[config.mk]
export PLATFORM = sky130hd
export DESIGN_NAME = gpk_sub_pipe
export DESIGN_NICKNAME = d
export VERILOG_FILES = /design/src/rtl/gpk_sub_pipe.sv
export SDC_FILE = /design/constraint.sdc
export NUM_CORES = 1
export LEC_CHECK = 0
export CORE_ASPECT_RATIO = 0.7
export CORE_UTILIZATION = 30
export DETAILED_ROUTE_END_ITERATION = 10
export GPL_ROUTABILITY_DRIVEN = 1
export PLACE_DENSITY = 0.47
export SYNTH_ARGS = -nofsm -noshare
export SYNTH_HDL_FRONTEND = slang
export SYNTH_SLANG_ARGS = --single-unit
export TNS_END_PERCENT = 5
[constraint.sdc]
create_clock -name clk -period 1.1 [get_ports clk]
set_input_delay 0.165 -clock clk [delete_from_list [all_inputs] [get_ports clk]]
set_output_delay 0.165 -clock clk [all_outputs]
set_load 0.02 [all_outputs]
[src/rtl/gpk_sub_pipe.sv]
// 8-bit pipelined subtractor (a - b) using a GPK prefix borrow chain, one prefix level per stage.
// Global-stall valid/ready flow control; results carry borrow, signed-overflow and zero flags.
module gpk_sub_pipe (
  input  logic       clk,
  input  logic       rst,
  input  logic [7:0] a,
  input  logic [7:0] b,
  input  logic       in_valid,
  output logic       in_ready,
  output logic [7:0] diff,
  output logic       borrow,
  output logic       ovf,
  output logic       zero,
  output logic       out_valid,
  input  logic       out_ready
);

  localparam logic [1:0] GpkK = 2'b00;
  localparam logic [1:0] GpkP = 2'b01;
  localparam logic [1:0] GpkG = 2'b11;

  // Code 10 is never produced; it collapses to K.
  function automatic logic [1:0] combine(input logic [1:0] cur, input logic [1:0] prev);
    if (cur == GpkP)      return prev;
    else if (cur == GpkG) return GpkG;
    else                  return GpkK;
  endfunction

  logic            stall;
  logic [7:0][1:0] gpk1_d, gpk1_q, gpk2_d, gpk2_q, gpk4_d, gpk4_q, gpk8;
  logic [7:0]      isum_d, isum1_q, isum2_q, isum3_q;
  logic [2:0]      a7_q, b7_q;
  logic            v1_q, v2_q, v3_q, v4_q;
  logic [7:0]      carry;
  logic [7:0]      diff_d;
  logic            borrow_d, ovf_d, zero_d;

  assign stall     = v4_q & ~out_ready;
  assign in_ready  = ~stall;
  assign out_valid = v4_q;

  always_comb begin
    isum_d = a ^ ~b;
    for (int i = 0; i < 8; i++) begin
      if (a[i] & ~b[i])      gpk1_d[i] = GpkG;
      else if (a[i] ^ ~b[i]) gpk1_d[i] = GpkP;
      else                   gpk1_d[i] = GpkK;
    end
    // Fold the +1 carry-in: bit 0 propagate becomes generate.
    if (gpk1_d[0] == GpkP) gpk1_d[0] = GpkG;
  end

  always_comb begin
    gpk2_d[0] = gpk1_q[0];
    for (int i = 1; i < 8; i++) gpk2_d[i] = combine(gpk1_q[i], gpk1_q[i-1]);
    gpk4_d[1:0] = gpk2_q[1:0];
    for (int i = 2; i < 8; i++) gpk4_d[i] = combine(gpk2_q[i], gpk2_q[i-2]);
    gpk8[3:0] = gpk4_q[3:0];
    for (int i = 4; i < 8; i++) gpk8[i] = combine(gpk4_q[i], gpk4_q[i-4]);
  end

  always_comb begin
    for (int i = 0; i < 8; i++) carry[i] = (gpk8[i] == GpkG);
    diff_d   = isum3_q ^ {carry[6:0], 1'b1};
    borrow_d = ~carry[7];
    ovf_d    = (a7_q[2] != b7_q[2]) & (diff_d[7] != a7_q[2]);
    zero_d   = (diff_d == 8'h00);
  end

  always_ff @(posedge clk) begin
    if (rst) begin
      gpk1_q  <= '0;
      gpk2_q  <= '0;
      gpk4_q  <= '0;
      isum1_q <= '0;
      isum2_q <= '0;
      isum3_q <= '0;
      a7_q    <= '0;
      b7_q    <= '0;
      v1_q    <= 1'b0;
      v2_q    <= 1'b0;
      v3_q    <= 1'b0;
      v4_q    <= 1'b0;
      diff    <= '0;
      borrow  <= 1'b0;
      ovf     <= 1'b0;
      zero    <= 1'b0;
    end else if (!stall) begin
      gpk1_q  <= gpk1_d;
      gpk2_q  <= gpk2_d;
      gpk4_q  <= gpk4_d;
      isum1_q <= isum_d;
      isum2_q <= isum1_q;
      isum3_q <= isum2_q;
      a7_q    <= {a7_q[1:0], a[7]};
      b7_q    <= {b7_q[1:0], b[7]};
      v1_q    <= in_valid & in_ready;
      v2_q    <= v1_q;
      v3_q    <= v2_q;
      v4_q    <= v3_q;
      diff    <= diff_d;
      borrow  <= borrow_d;
      ovf     <= ovf_d;
      zero    <= zero_d;
    end
  end

endmodule
==> run summary, run 1 <==
The flow ran to the end, but the final reports show violations. The checks that failed: setup timing. After synthesis the netlist holds a flip-flop and latch count of 86. For this run, asynchronously set or reset flops after synthesis account for 0%. The worst reg-to-reg setup slack is -0.17 ns. The setup TNS after final layout is -7.67 ns.

The initial core utilization is 31.2%. The max-capacitance violation count is 0. Setup repair after global routing could not meet its margin everywhere. STA classifies the critical path endpoint as a primary output. Once detail routing completed, the nets flagged for antenna violations numbered 0.

After clock tree synthesis, the clock-pin slew on the worst setup and hold paths is 0.06 ns. The total half-perimeter wirelength after legalization and detailed placement is 5380 um. The die covers 12000 sq um. The total power draw is 0.00712 W. The number of standard cells in the final layout excluding fillers came out at 623. The number of rows created at floorplan came out at 32. The class of the worst hold path is input port to flip-flop. The most critical setup path has its startpoint at out_valid. Before antenna repair, the detailed router went through 5 iterations. The clock skew is 0.00438 ns. Measured in cells, the most critical reg-to-reg path has a length of 7. The depth of the CTS H-tree is 3. The first routing iteration left 149 violations. The capture point of the critical path is in_ready. The number of max-slew violations in the final report was 0.

The detailed-route vias per instance is 4.49. TritonCTS built the clock tree. The final critical path takes up 118% of the cycle. Counting every net in the synthesized netlist gives 437. The global-route usage over all layers is 14.1%. In the post-route analysis, the smallest setup slack over all paths is -0.203 ns. In this run, flip-flops and latches consume 47.1% of the power. The worst vdd rail ir drop is 890 uV. The total wirelength of the detailed-routed design is 8070 um. The tightest slew margin relative to the limit is 78.1%. The primary flip-flop cell chosen by synthesis mapping is sky130_fd_sc_hd__dfxtp_1. The number of enable-type register cells in the synthesized netlist came out at 0. The required time at the worst-slack endpoint is 0.94 ns.

The worst register-to-register path ends at gpk4_q[1]. The post-synthesis cell type count came out at 26. The fraction of power consumed by combinational cells came out at 7.7%. The signed area change from the synthesized netlist to the final layout came out at 35.7%. The final-layout worst hold slack is 0.304 ns.

The number of clock sinks seen by CTS is 86. Port buffering added 32 buffers. For this run, the share of the core covered by cells in the final layout is 42.4%. In this run the standard cell core region covers 11100 sq um.

In this run the power density over the cells is 1510 nW/um^2. The maximum number of pins on one net before global-route repair came out at 45. The cell sitting at the root of the clock tree is a sky130_fd_sc_hd__clkbuf_16. The number of clock buffers inserted by TritonCTS is 9. The sequential fraction of the synthesis area is 49.5%. The launch point of the worst reg-to-reg path is out_valid. The final weighted congestion of routability-driven global placement came out at 0.677. The count of placed standard cells including taps is 598. The worst path arrival time came out at 1.14 ns. After synthesis, the mean cell area works out to 8.65 sq um.

The depth of the worst hold-timing path came out at 3. For this run, the number of Yosys warnings is 0. The cell leakage power came out at 1.88 nW. In this run the worst path has a maximum fanout of 4.

The maximum frequency from static timing analysis came out at 0.767 GHz. The portion of total power attributed to the clock network came out at 45.2%. The worst setup path is launched from a flip-flop. The clock insertion delay at the later pin of the skew report came out at 0.33 ns. The via count of the first global-routing pass came to 2592. The initial antenna violation count is 0. The die boundary width came out at 131 um.

The wire length of the first global-routing pass came out at 12900 um. Setup violations remaining at the end of the flow were counted as 84. The die is 92.1 um tall. The total count of hold-check failures in the final report came to 0.

Cells with a size suffix above 1 make up 24.3% of the layout. Synthesis handed over a netlist of 402 instances. The internal power of the cells totals 0.00558 W. The analysis attributes to net switching a power of 0.00154 W.

The leftover overflow at the end of global routing came out at 0. The final layout contains 500 nets. The critical path is of the flip-flop to primary output type.

The switching fraction of total power came out at 21.7%. Summing over every cut layer, the via total after detailed routing is 2795. The detail-routed net length per standard cell came out at 13.0 um. After detailed routing, the number of remaining DRC violations is 0.

For the pin with the worst max-slew slack, the measured transition is 0.327 ns. The number of antenna diodes in the final layout is 0. The mapped netlist covers 3480 sq um. The final-layout fill cell count is 1169. The number of primary I/O pins came out at 33.

The longest clock path from root to sink contains 2 buffers. The time the final worst path needs with I/O delays and setup came out at 1.30 ns.
-- routing by layer --
metal / up-vias / global-route usage, % / wire, um
met5: - / 0 / 0
met4: 0 / 4.02 / 56
met3: 6 / 4.38 / 272
met2: 32 / 20.8 / 3500
met1: 1278 / 19.6 / 4240
li1: 1479 / - / -
-- power groups by stage --
stage	registers, W	clock network (W)	logic [W]
4_1_cts	0.00336	0.00332	0.000548
3_3_place_gp	0.00342	0	0.000538
2_1_floorplan	0.00341	0	0.000286
6_report	0.00336	0.00322	0.000549
3_5_place_dp	0.00343	0	0.000540
5_1_grt	0.00337	0.00345	0.000614
-- layout make-up --
cell class | count | area (sq um) | share of cell area (%)
clock buffers | 12 | 246 | 5.22
clock inverters | 4 | 70.1 | 1.49
inverters | 16 | 62.6 | 1.33
multi-input cells | 271 | 1610 | 34.0
flip-flops and latches | 86 | 1730 | 36.6
well taps | 153 | 191 | 4.06
repair buffers | 81 | 817 | 17.3
-- cell usage after synthesis, types with 3 or more instances --
cell type                  number  share of area [%]
sky130_fd_sc_hd__a211oi_2      10                3.6
sky130_fd_sc_hd__dfxtp_1       86                 50
sky130_fd_sc_hd__buf_6          4                1.3
sky130_fd_sc_hd__o21ai_0        3               0.43
sky130_fd_sc_hd__nand2_1      109                 12
sky130_fd_sc_hd__o211ai_1      24                5.2
sky130_fd_sc_hd__nor2_1        20                2.2
sky130_fd_sc_hd__buf_4          5                1.1
sky130_fd_sc_hd__xnor2_1        4                1.0
sky130_fd_sc_hd__a21oi_1       66                9.5
sky130_fd_sc_hd__inv_1         15                1.6
sky130_fd_sc_hd__ha_1          15                5.4
sky130_fd_sc_hd__a211oi_1       7                1.5
sky130_fd_sc_hd__clkbuf_1      10                1.1
sky130_fd_sc_hd__buf_2         10                1.4
-- cells in the final DEF (no fill, tap or decap), drive strengths merged, types with 3 or more instances in the layout --
cell / instances
dfxtp: 86
nor2b: 3
a211oi: 17
ha: 15
xnor2: 4
inv: 16
clkdlybuf4s50: 18
a21oi: 66
o211ai: 24
xor2: 3
buf: 60
nand2: 109
nor2: 20
clkbuf: 15
o21ai: 4
-- metrics by stage --
stage	worst slack [ns]	instance area (sq um)
3_5_place_dp	-0.395	4250
3_3_place_gp	-0.368	4250
6_report	-0.203	4720
4_1_cts	-0.218	4650
2_1_floorplan	-0.0515	3550
5_1_grt	-0.243	4720
-- cell families after synthesis --
kind of cell	after synthesis	synth area share (%)
adder cells (fa/ha/maj)	15	5.40
flip-flops	86	49.5
AO/OA/AOI/OAI	112	20.7
AND/OR/NAND/NOR	136	15.5
XOR/XNOR	7	1.98
buffers and inverters	45	6.62
multiplexers	1	0.288
-- critical path, stage by stage (launching register included) --
cell                      delay, ns
sky130_fd_sc_hd__dfxtp_4       0.34
sky130_fd_sc_hd__nor2b_4       0.16
sky130_fd_sc_hd__inv_4         0.06
sky130_fd_sc_hd__buf_12        0.12
sky130_fd_sc_hd__buf_12        0.12
-- worst min-delay path by stage --
stage | from | to | slack (ns)
2_1_floorplan | a[7] | a7_q[0] | 0.31
3_3_place_gp | isum1_q[7] | isum1_q[7] | 0.44
3_5_place_dp | isum2_q[7] | isum2_q[7] | 0.44
4_1_cts | rst | zero | 0.30
5_1_grt | rst | zero | 0.31
6_report | rst | zero | 0.30
-- flip-flops by register name, summed over array words and instances (netlist names), 3 cells and up --
name and count:
a7_q 3, gpk4_q 12, isum3_q 8, diff 8, isum2_q 8, gpk2_q 14
isum1_q 8, gpk1_q 15, b7_q 3
-- what timing repair did --
item,CTS,global route
cloned,1,2
endpoints found under the setup margin,83,92
gates resized for setup,53,21
hold buffers,0,0
pin swaps,23,5
setup buffers,5,1
(Power assumes the default switching activity.)
==> run 2, diff against run 1 <==
--- a/config.mk
+++ b/config.mk
@@ -9,6 +9,7 @@
 export CORE_UTILIZATION = 30
 export DETAILED_ROUTE_END_ITERATION = 10
 export GPL_ROUTABILITY_DRIVEN = 1
+export HOLD_SLACK_MARGIN = 0.03
 export PLACE_DENSITY = 0.47
 export SYNTH_ARGS = -nofsm -noshare
 export SYNTH_HDL_FRONTEND = slang
==> results of run 2 <==
No change in the layout: final DEF, timing and power equal those of run 1.
==> run 3, diff against run 2 <==
--- a/config.mk
+++ b/config.mk
@@ -5,6 +5,7 @@
 export SDC_FILE = /design/constraint.sdc
 export NUM_CORES = 1
 export LEC_CHECK = 0
+export CAP_MARGIN = 20
 export CORE_ASPECT_RATIO = 0.7
 export CORE_UTILIZATION = 30
 export DETAILED_ROUTE_END_ITERATION = 10
==> results of run 3 <==
No change in the layout: final DEF, timing and power equal those of run 1.
